**config.mk**
```make
export PLATFORM = sky130hd
export DESIGN_NAME = uart_tx_fifo
export DESIGN_NICKNAME = d
export VERILOG_FILES = /design/src/rtl/uart_pkg.sv /design/src/rtl/sync_fifo.sv /design/src/rtl/uart_tx_fifo.sv
export SDC_FILE = /design/constraint.sdc
export NUM_CORES = 1
export LEC_CHECK = 0
export CORE_AREA = 10 10 88 90
export DETAILED_ROUTE_END_ITERATION = 6
export DIE_AREA = 0 0 98 100
export HOLD_SLACK_MARGIN = 0.08
export PLACE_DENSITY = 0.7
export SKIP_CTS_REPAIR_TIMING = 1
export SLEW_MARGIN = 0
export SYNTH_ARGS = -nofsm -noshare
export SYNTH_HDL_FRONTEND = slang
export SYNTH_HIERARCHICAL = 1
export SYNTH_SLANG_ARGS = --single-unit
```
**constraint.sdc**
```tcl
create_clock -name clk -period 3.14 [get_ports clk]
set_clock_uncertainty 0.05 [all_clocks]
set_input_delay 0.785 -clock clk [delete_from_list [all_inputs] [get_ports clk]]
set_output_delay 0.785 -clock clk [all_outputs]
set_load 0.005 [all_outputs]
```
**src/rtl/uart_pkg.sv**
```systemverilog
// Shared UART definitions: transmitter state encoding, parity modes and frame-length helper.
package uart_pkg;

   typedef enum logic [2:0] {
      IDLE,
      START,
      DATA,
      PARITY,
      STOP
   } tx_state_t;

   localparam int unsigned PARITY_NONE = 0;
   localparam int unsigned PARITY_EVEN = 1;
   localparam int unsigned PARITY_ODD  = 2;

   // Clocks occupied by one complete frame on the line.
   function automatic int unsigned frame_clocks(input int unsigned data_bits,
                                                input int unsigned parity_mode,
                                                input int unsigned stop_bits,
                                                input int unsigned division);
      return (1 + data_bits + ((parity_mode != PARITY_NONE) ? 1 : 0) + stop_bits) * division;
   endfunction

endpackage

```
**src/rtl/sync_fifo.sv**
```systemverilog
// Synchronous FIFO with show-ahead read data; shared by the UART transmitter and receiver.
module sync_fifo #(
   parameter int unsigned WIDTH = 8,
   parameter int unsigned DEPTH = 4
) (
   input  logic                     clk,
   input  logic                     reset_n,
   input  logic                     i_push,
   input  logic [WIDTH-1:0]         i_wdata,
   input  logic                     i_pop,
   output logic [WIDTH-1:0]         o_rdata,
   output logic                     o_full,
   output logic                     o_empty,
   output logic [$clog2(DEPTH):0]   o_level
);

   localparam int unsigned AW = $clog2(DEPTH);

   logic [WIDTH-1:0] r_mem [DEPTH];
   logic [AW:0]      r_wptr;
   logic [AW:0]      r_rptr;
   logic             w_wr;
   logic             w_rd;

   // Extra pointer MSB tells a full FIFO apart from an empty one.
   assign o_empty = (r_wptr == r_rptr);
   assign o_full  = (r_wptr[AW] != r_rptr[AW]) && (r_wptr[AW-1:0] == r_rptr[AW-1:0]);
   assign o_level = r_wptr - r_rptr;
   assign o_rdata = r_mem[r_rptr[AW-1:0]];

   assign w_wr = i_push && !o_full;
   assign w_rd = i_pop && !o_empty;

   always_ff @(posedge clk or negedge reset_n) begin
      if (!reset_n) begin
         r_wptr <= '0;
         r_rptr <= '0;
      end else begin
         if (w_wr) r_wptr <= r_wptr + 1'b1;
         if (w_rd) r_rptr <= r_rptr + 1'b1;
      end
   end

   always_ff @(posedge clk) begin
      if (w_wr) r_mem[r_wptr[AW-1:0]] <= i_wdata;
   end

endmodule

```
**src/rtl/uart_tx_fifo.sv**
```systemverilog
// UART transmitter with input FIFO: configurable data width, parity and stop bits.
// Frames go out LSB-first on a registered line, back-to-back while the FIFO holds data.
module uart_tx_fifo
   import uart_pkg::*;
#(
   parameter int unsigned SYS_CLOCK   = 1000000,
   parameter int unsigned BAUD_RATE   = 9600,
   parameter int unsigned DATA_BITS   = 8,
   parameter int unsigned PARITY_MODE = 0,
   parameter int unsigned STOP_BITS   = 1,
   parameter int unsigned FIFO_DEPTH  = 4
) (
   input  logic                          clk,
   input  logic                          reset_n,
   input  logic                          in_valid,
   input  logic [DATA_BITS-1:0]          in_data,
   output logic                          in_ready,
   output logic                          busy,
   output logic                          tx_output,
   output logic [$clog2(FIFO_DEPTH):0]   fifo_level
);

   localparam int unsigned DIVISION = SYS_CLOCK / BAUD_RATE;
   localparam int unsigned CNT_W    = $clog2(DIVISION);
   localparam int unsigned IDX_W    = $clog2(DATA_BITS);
   localparam logic [CNT_W-1:0] CNT_LAST  = CNT_W'(DIVISION - 1);
   localparam logic [IDX_W-1:0] DATA_LAST = IDX_W'(DATA_BITS - 1);
   localparam logic [IDX_W-1:0] STOP_LAST = IDX_W'(STOP_BITS - 1);

   if (DIVISION < 2) begin : g_bad_division
      $error("uart_tx_fifo: SYS_CLOCK/BAUD_RATE must be at least 2");
   end
   if (DATA_BITS < 5 || DATA_BITS > 9) begin : g_bad_data_bits
      $error("uart_tx_fifo: DATA_BITS must be 5..9");
   end
   if (PARITY_MODE > PARITY_ODD) begin : g_bad_parity
      $error("uart_tx_fifo: PARITY_MODE must be 0, 1 or 2");
   end
   if (STOP_BITS < 1 || STOP_BITS > 2) begin : g_bad_stop_bits
      $error("uart_tx_fifo: STOP_BITS must be 1 or 2");
   end
   if (FIFO_DEPTH < 2 || (FIFO_DEPTH & (FIFO_DEPTH - 1)) != 0) begin : g_bad_depth
      $error("uart_tx_fifo: FIFO_DEPTH must be a power of two >= 2");
   end

   tx_state_t              r_state;
   tx_state_t              w_state_d;
   logic [CNT_W-1:0]       r_cnt;
   logic [CNT_W-1:0]       w_cnt_d;
   logic [IDX_W-1:0]       r_idx;
   logic [IDX_W-1:0]       w_idx_d;
   logic [DATA_BITS-1:0]   r_shift;
   logic [DATA_BITS-1:0]   w_shift_d;
   logic                   r_parity;
   logic                   w_parity_d;
   logic                   r_tx;
   logic                   w_tx_d;
   logic                   r_busy;
   logic                   w_bit_end;
   logic                   w_pop;
   logic                   w_full;
   logic                   w_empty;
   logic [DATA_BITS-1:0]   w_head;

   sync_fifo #(
      .WIDTH (DATA_BITS),
      .DEPTH (FIFO_DEPTH)
   ) u_fifo (
      .clk     (clk),
      .reset_n (reset_n),
      .i_push  (in_valid),
      .i_wdata (in_data),
      .i_pop   (w_pop),
      .o_rdata (w_head),
      .o_full  (w_full),
      .o_empty (w_empty),
      .o_level (fifo_level)
   );

   assign w_bit_end = (r_cnt == CNT_LAST);

   always_comb begin
      w_state_d  = r_state;
      w_cnt_d    = w_bit_end ? '0 : r_cnt + 1'b1;
      w_idx_d    = r_idx;
      w_shift_d  = r_shift;
      w_parity_d = r_parity;
      w_pop      = 1'b0;
      w_tx_d     = 1'b1;

      unique case (r_state)
         IDLE: begin
            w_cnt_d = '0;
            if (!w_empty) begin
               w_pop     = 1'b1;
               w_state_d = START;
            end
         end
         START: begin
            if (w_bit_end) begin
               w_state_d = DATA;
               w_idx_d   = '0;
            end
         end
         DATA: begin
            if (w_bit_end) begin
               w_shift_d = r_shift >> 1;
               if (r_idx == DATA_LAST) begin
                  w_idx_d   = '0;
                  w_state_d = (PARITY_MODE != PARITY_NONE) ? PARITY : STOP;
               end else begin
                  w_idx_d = r_idx + 1'b1;
               end
            end
         end
         PARITY: begin
            if (w_bit_end) begin
               w_state_d = STOP;
               w_idx_d   = '0;
            end
         end
         STOP: begin
            if (w_bit_end) begin
               if (r_idx == STOP_LAST) begin
                  // Chain straight into the next frame when more data is waiting.
                  if (!w_empty) begin
                     w_pop     = 1'b1;
                     w_state_d = START;
                  end else begin
                     w_state_d = IDLE;
                  end
               end else begin
                  w_idx_d = r_idx + 1'b1;
               end
            end
         end
         default: w_state_d = IDLE;
      endcase

      if (w_pop) begin
         w_shift_d  = w_head;
         w_parity_d = (PARITY_MODE == PARITY_EVEN) ? ^w_head : ~^w_head;
         w_idx_d    = '0;
      end

      // Line level follows the state being entered so tx_output can be a flop.
      case (w_state_d)
         START:   w_tx_d = 1'b0;
         DATA:    w_tx_d = w_shift_d[0];
         PARITY:  w_tx_d = w_parity_d;
         default: w_tx_d = 1'b1;
      endcase
   end

   always_ff @(posedge clk or negedge reset_n) begin
      if (!reset_n) begin
         r_state  <= IDLE;
         r_cnt    <= '0;
         r_idx    <= '0;
         r_shift  <= '0;
         r_parity <= 1'b0;
         r_tx     <= 1'b1;
         r_busy   <= 1'b0;
      end else begin
         r_state  <= w_state_d;
         r_cnt    <= w_cnt_d;
         r_idx    <= w_idx_d;
         r_shift  <= w_shift_d;
         r_parity <= w_parity_d;
         r_tx     <= w_tx_d;
         r_busy   <= (w_state_d != IDLE);
      end
   end

   assign in_ready  = !w_full;
   assign busy      = r_busy;
   assign tx_output = r_tx;

endmodule

```
==> results_tabular.tex <==
\begin{tabular}{lr}
\hline
Metric & Value \\
\hline
\multicolumn{2}{l}{\textbf{Clocking}} \\
Number of buffers on the longest clock path & 2 \\
Clock tree from TritonCTS & built \\
Clock root buffer & sky130\_fd\_sc\_hd\_\_clkbuf\_8 \\
Clock-pin slew reported for the worst setup and hold paths after clock tree synthesis & 0.07 ns \\
H-Tree Depth & 3 \\
Num CTS Buffers & 9 \\
Count of clock tree sinks & a little over 60 \\
Clock latency at the later pin of the worst-skew pair & 0.34 ns \\
\multicolumn{2}{l}{\textbf{Power}} \\
Clock network fraction of total power & 20.4\% \\
Switching power total & 1.06 mW \\
Net switching fraction of the power & 34.1\% \\
Sequential cell fraction of total power & approximately 40\% \\
Combinational Power Share & 39.8\% \\
Internal power of the cells & 2.05 mW \\
VDD IR max & 527 uV \\
Static power due to leakage & 1.37 nW \\
Power per cell area & 931 nW/um2 \\
\multicolumn{2}{l}{\textbf{Die}} \\
Overall die area & 9800 um2 \\
Area of the core region & 6130 um2 \\
Die width & 98 um \\
Die Y & 100 um \\
\# IOs & 17 \\
Total number of placement rows & 29 \\
Starting density of the core & 47.6\% \\
\multicolumn{2}{l}{\textbf{Detailed routing}} \\
Met2 Wirelength & 2.41 mm \\
Count of routing violations after the opening detailed-route iteration & 50 \\
Via Count & 1646 \\
DR DRC count & 0 \\
Length of routed wiring on met1 & 2.14 mm \\
Number of detailed-routing iterations run before antenna repair & 4 \\
Detailed Route WL & 4.82 mm \\
DR top layer & met4 \\
Via density per instance & just over 5 \\
Post-DR wirelength/cell & 15.1 um \\
Remaining number of nets flagged by the antenna check after routing & 0 \\
Met3 routed wirelength & 214 um \\
\multicolumn{2}{l}{\textbf{Status}} \\
Outcome & completed \\
\multicolumn{2}{l}{\textbf{Setup path}} \\
CP Data Required Time & 2.30 ns \\
Worst setup slack for register-to-register paths & 0.92 ns \\
R2R cell count & 8 \\
Setup crit end & fifo\_level[2] \\
Critical Path Source & u\_fifo/r\_wptr[0] \\
Endpoint kind of the worst setup timing path & output pin \\
Critical register-to-register path startpoint & u\_fifo/r\_wptr[0] \\
Crit Path Max Fanout & 4 \\
Category of the most critical setup path & reg2out \\
Startpoint kind of the worst setup timing path & flip-flop \\
Data arrival at the endpoint of the critical path & 2.11 ns \\
Critical R2R Capture & u\_fifo/r\_rptr[1] \\
\multicolumn{2}{l}{\textbf{Synthesis}} \\
Post-synthesis sequential element count & 62 \\
Total nets after synthesis & 235 \\
Share of synthesized registers carrying an async set or reset & 48.4\% \\
Most area-hungry cell type in the Yosys netlist & sky130\_fd\_sc\_hd\_\_edfxtp\_1 \\
Post-synthesis sequential area ratio & 58.7\% \\
Combinational family with the most area after synthesis & simple AND/OR/NAND/NOR gates \\
Cell count after synthesis & 212 \\
Area fraction of the dominant cell type after synthesis & 32.9\% \\
Largest cells by area after synthesis & sky130\_fd\_sc\_hd\_\_edfxtp\_1 (33\%), sky130\_fd\_sc\_hd\_\_dfrtp\_1 (25\%), sky130\_fd\_sc\_hd\_\_mux4\_2 (6.2\%) \\
Share of the synthesized area in compound gates (AO/OA/AOI/OAI) & under 10\% \\
Number of flops mapped to enable cells by yosys & 32 \\
Share of synthesized cell area in and, or, nand and nor gates & 10.5\% \\
Post-synthesis mux area share & under 10\% \\
Xor/xnor cell area share of the yosys netlist & around 5.1\% \\
Post-Syn Area per Cell & between 10 and 15 um2 \\
Main flop type after synthesis & sky130\_fd\_sc\_hd\_\_edfxtp\_1 \\
Yosys warning count & 6 \\
Post-synthesis instance area & 2920 um2 \\
Adder-cell area share of the yosys netlist & 5.40\% \\
Post-synthesis cell type count & 45 \\
\multicolumn{2}{l}{\textbf{Worst hold path}} \\
Cell depth of the worst min-delay path & 1 \\
Class of the most critical hold timing path & reg2reg \\
\multicolumn{2}{l}{\textbf{GRT}} \\
Via count of the first global-routing pass & 1771 \\
Maximum number of pins on one net before global-route repair & 31 \\
Combined global-route utilization of all metal layers & 10.7\% \\
Leftover overflow at the end of global routing & 0 \\
Initial antenna violation count & 0 \\
Global-route wire length before repair & 8.46 mm \\
\multicolumn{2}{l}{\textbf{Layout}} \\
Fraction of final layout cells sized beyond drive strength 1 & 18.2\% \\
Final-layout fill cell count & roughly 530 \\
Synth-to-Final Area Change & 14.5\% \\
Final \#Nets & 260 \\
Final std cells w/o fill & $\sim$320 \\
Footprint of the multi-input gates & 1110 um2 \\
Number of antenna cells inserted & 0 \\
Area of all sequential standard cells & 1710 um2 \\
\multicolumn{2}{l}{\textbf{Placement}} \\
Final Wtd Congestion & 0.743 \\
Placed Instances & 303 \\
DP HPWL & 3.46 mm \\
Port-buffer cells & 16 \\
\multicolumn{2}{l}{\textbf{Timing}} \\
Achievable clock frequency & 0.339 GHz \\
Worst-margin pin slew & 0.442 ns \\
Shortest period the worst path allows & 2.95 ns \\
Setup tns final & 0 ns \\
Number of hold violations in the final report & 0 \\
Share of the clock period used by the worst path & 93.9\% \\
RSZ-0062 raised after global routing & no \\
Slew Limit Headroom & 70.5\% \\
Fin. max-slew vios & 0 \\
Final setup fails & 0 \\
\multicolumn{2}{l}{\textbf{Flow run}} \\
Max-cap viol count & 0 \\
\hline
\end{tabular}
stage by stage:
| step | area (um2) | worst slack, ns | hold slack [ns] | power (mW) | util (%) |
|---|---|---|---|---|---|
| final | 3340 | 0.192 | 0.433 | 3.11 | 54.5 |
| after global routing | 3340 | 0.0518 | 0.449 | 3.35 | 54.5 |
| after CTS | 3340 | 0.148 | 0.434 | 3.16 | 54.5 |
| after detailed placement | 3160 | 0.519 | 0.417 | 2.52 | 51.6 |
| after global placement | 3160 | 0.562 | 0.410 | 2.49 | 51.6 |
| after floorplan | 2920 | 0.860 | 0.399 | 2.15 | - |
registers in the layout (all words and copies together), names as in the netlist:
name           count
r_shift            8
r_parity           1
tx_output          1
u_fifo/r_rptr      3
busy               1
r_state            3
u_fifo/r_wptr      3
u_fifo/r_mem      32
r_cnt              7
r_idx              3
how the worst min path moves through the flow:
| stage | to | from | slack [ns] |
|---|---|---|---|
| global placement | r_shift[4] | r_shift[4] | 0.41 |
| finish | r_shift[2] | r_shift[2] | 0.43 |
| detailed placement | r_shift[2] | r_shift[2] | 0.42 |
| floorplan | r_shift[1] | r_shift[1] | 0.40 |
| CTS | r_shift[2] | r_shift[2] | 0.43 |
| global route | r_shift[2] | r_shift[2] | 0.45 |
worst max-delay path, stage by stage, from the launching register on:
cell                              delay, ns
sky130_fd_sc_hd__dfrtp_1               0.42
sky130_fd_sc_hd__inv_1                 0.12
sky130_fd_sc_hd__ha_1                  0.15
sky130_fd_sc_hd__inv_1                 0.04
sky130_fd_sc_hd__fa_1                  0.37
sky130_fd_sc_hd__xnor2_1               0.17
sky130_fd_sc_hd__clkdlybuf4s50_1       0.52
power by group through the flow:
stage / combinational (mW) / sequential [mW] / clock, mW
after global placement: 1.24 / 1.25 / 0
final: 1.24 / 1.24 / 0.634
after CTS: 1.26 / 1.24 / 0.651
after global routing: 1.39 / 1.27 / 0.692
after detailed placement: 1.26 / 1.26 / 0
after floorplan: 0.923 / 1.22 / 0
cell usage in the layout (no fill, tap or decap), types with 2 or more instances in the layout:
cell type                         count
sky130_fd_sc_hd__buf_4                3
sky130_fd_sc_hd__a22o_1               6
sky130_fd_sc_hd__clkinvlp_4           2
sky130_fd_sc_hd__inv_6                3
sky130_fd_sc_hd__mux2_4               3
sky130_fd_sc_hd__and3_1               4
sky130_fd_sc_hd__inv_1               14
sky130_fd_sc_hd__mux2i_1              2
sky130_fd_sc_hd__a21oi_1              3
sky130_fd_sc_hd__mux4_2               8
sky130_fd_sc_hd__o21ai_0              8
sky130_fd_sc_hd__dfrtp_1             29
sky130_fd_sc_hd__nand2_1             11
sky130_fd_sc_hd__nor2_1              19
sky130_fd_sc_hd__clkdlybuf4s50_1     16
sky130_fd_sc_hd__edfxtp_1            32
sky130_fd_sc_hd__xor2_1               3
sky130_fd_sc_hd__clkbuf_8             9
sky130_fd_sc_hd__xnor2_1             12
sky130_fd_sc_hd__a21o_1               6
sky130_fd_sc_hd__ha_1                11
sky130_fd_sc_hd__nand2b_1             5
sky130_fd_sc_hd__nand3_1              7
Yosys cell counts, types with 2 or more instances:
cell type,number
sky130_fd_sc_hd__buf_6,2
sky130_fd_sc_hd__a21oi_1,3
sky130_fd_sc_hd__nor2_1,19
sky130_fd_sc_hd__mux2i_1,2
sky130_fd_sc_hd__a21o_1,6
sky130_fd_sc_hd__xor2_1,3
sky130_fd_sc_hd__dfrtp_1,29
sky130_fd_sc_hd__o21ai_0,8
sky130_fd_sc_hd__nand2_1,11
sky130_fd_sc_hd__edfxtp_1,32
sky130_fd_sc_hd__xnor2_1,12
sky130_fd_sc_hd__mux4_2,8
sky130_fd_sc_hd__mux2_4,3
sky130_fd_sc_hd__and3_1,4
sky130_fd_sc_hd__nand3_1,7
sky130_fd_sc_hd__a22o_1,6
sky130_fd_sc_hd__inv_1,14
sky130_fd_sc_hd__clkbuf_1,2
sky130_fd_sc_hd__nand2b_1,5
sky130_fd_sc_hd__ha_1,11
kinds of logic after synthesis:
family,count (synthesis)
flops,62
simple gates,56
compound gates,32
buf+inv,20
xor+xnor,16
mux,14
fa+ha+maj,12
area by class of cell:
type / count / area share [%]
Clock buffer: 9 / 3.71
Clock inverter: 7 / 1.65
Inverter: 15 / 1.69
Multi-Input combinational cell: 130 / 33.3
Sequential cell: 62 / 51.3
Tap cell: 77 / 2.88
Timing Repair Buffer: 19 / 5.47
routing by layer:
| metal | vias to the layer above | global-route usage, % |
|---|---|---|
| met2 | 25 | 17.4 |
| met1 | 807 | 12.6 |
| met3 | 6 | 3.91 |
| met4 | 0 | 4.03 |
| met5 | - | 0 |
| li1 | 808 | - |
Power figures use the tool's default switching activity.
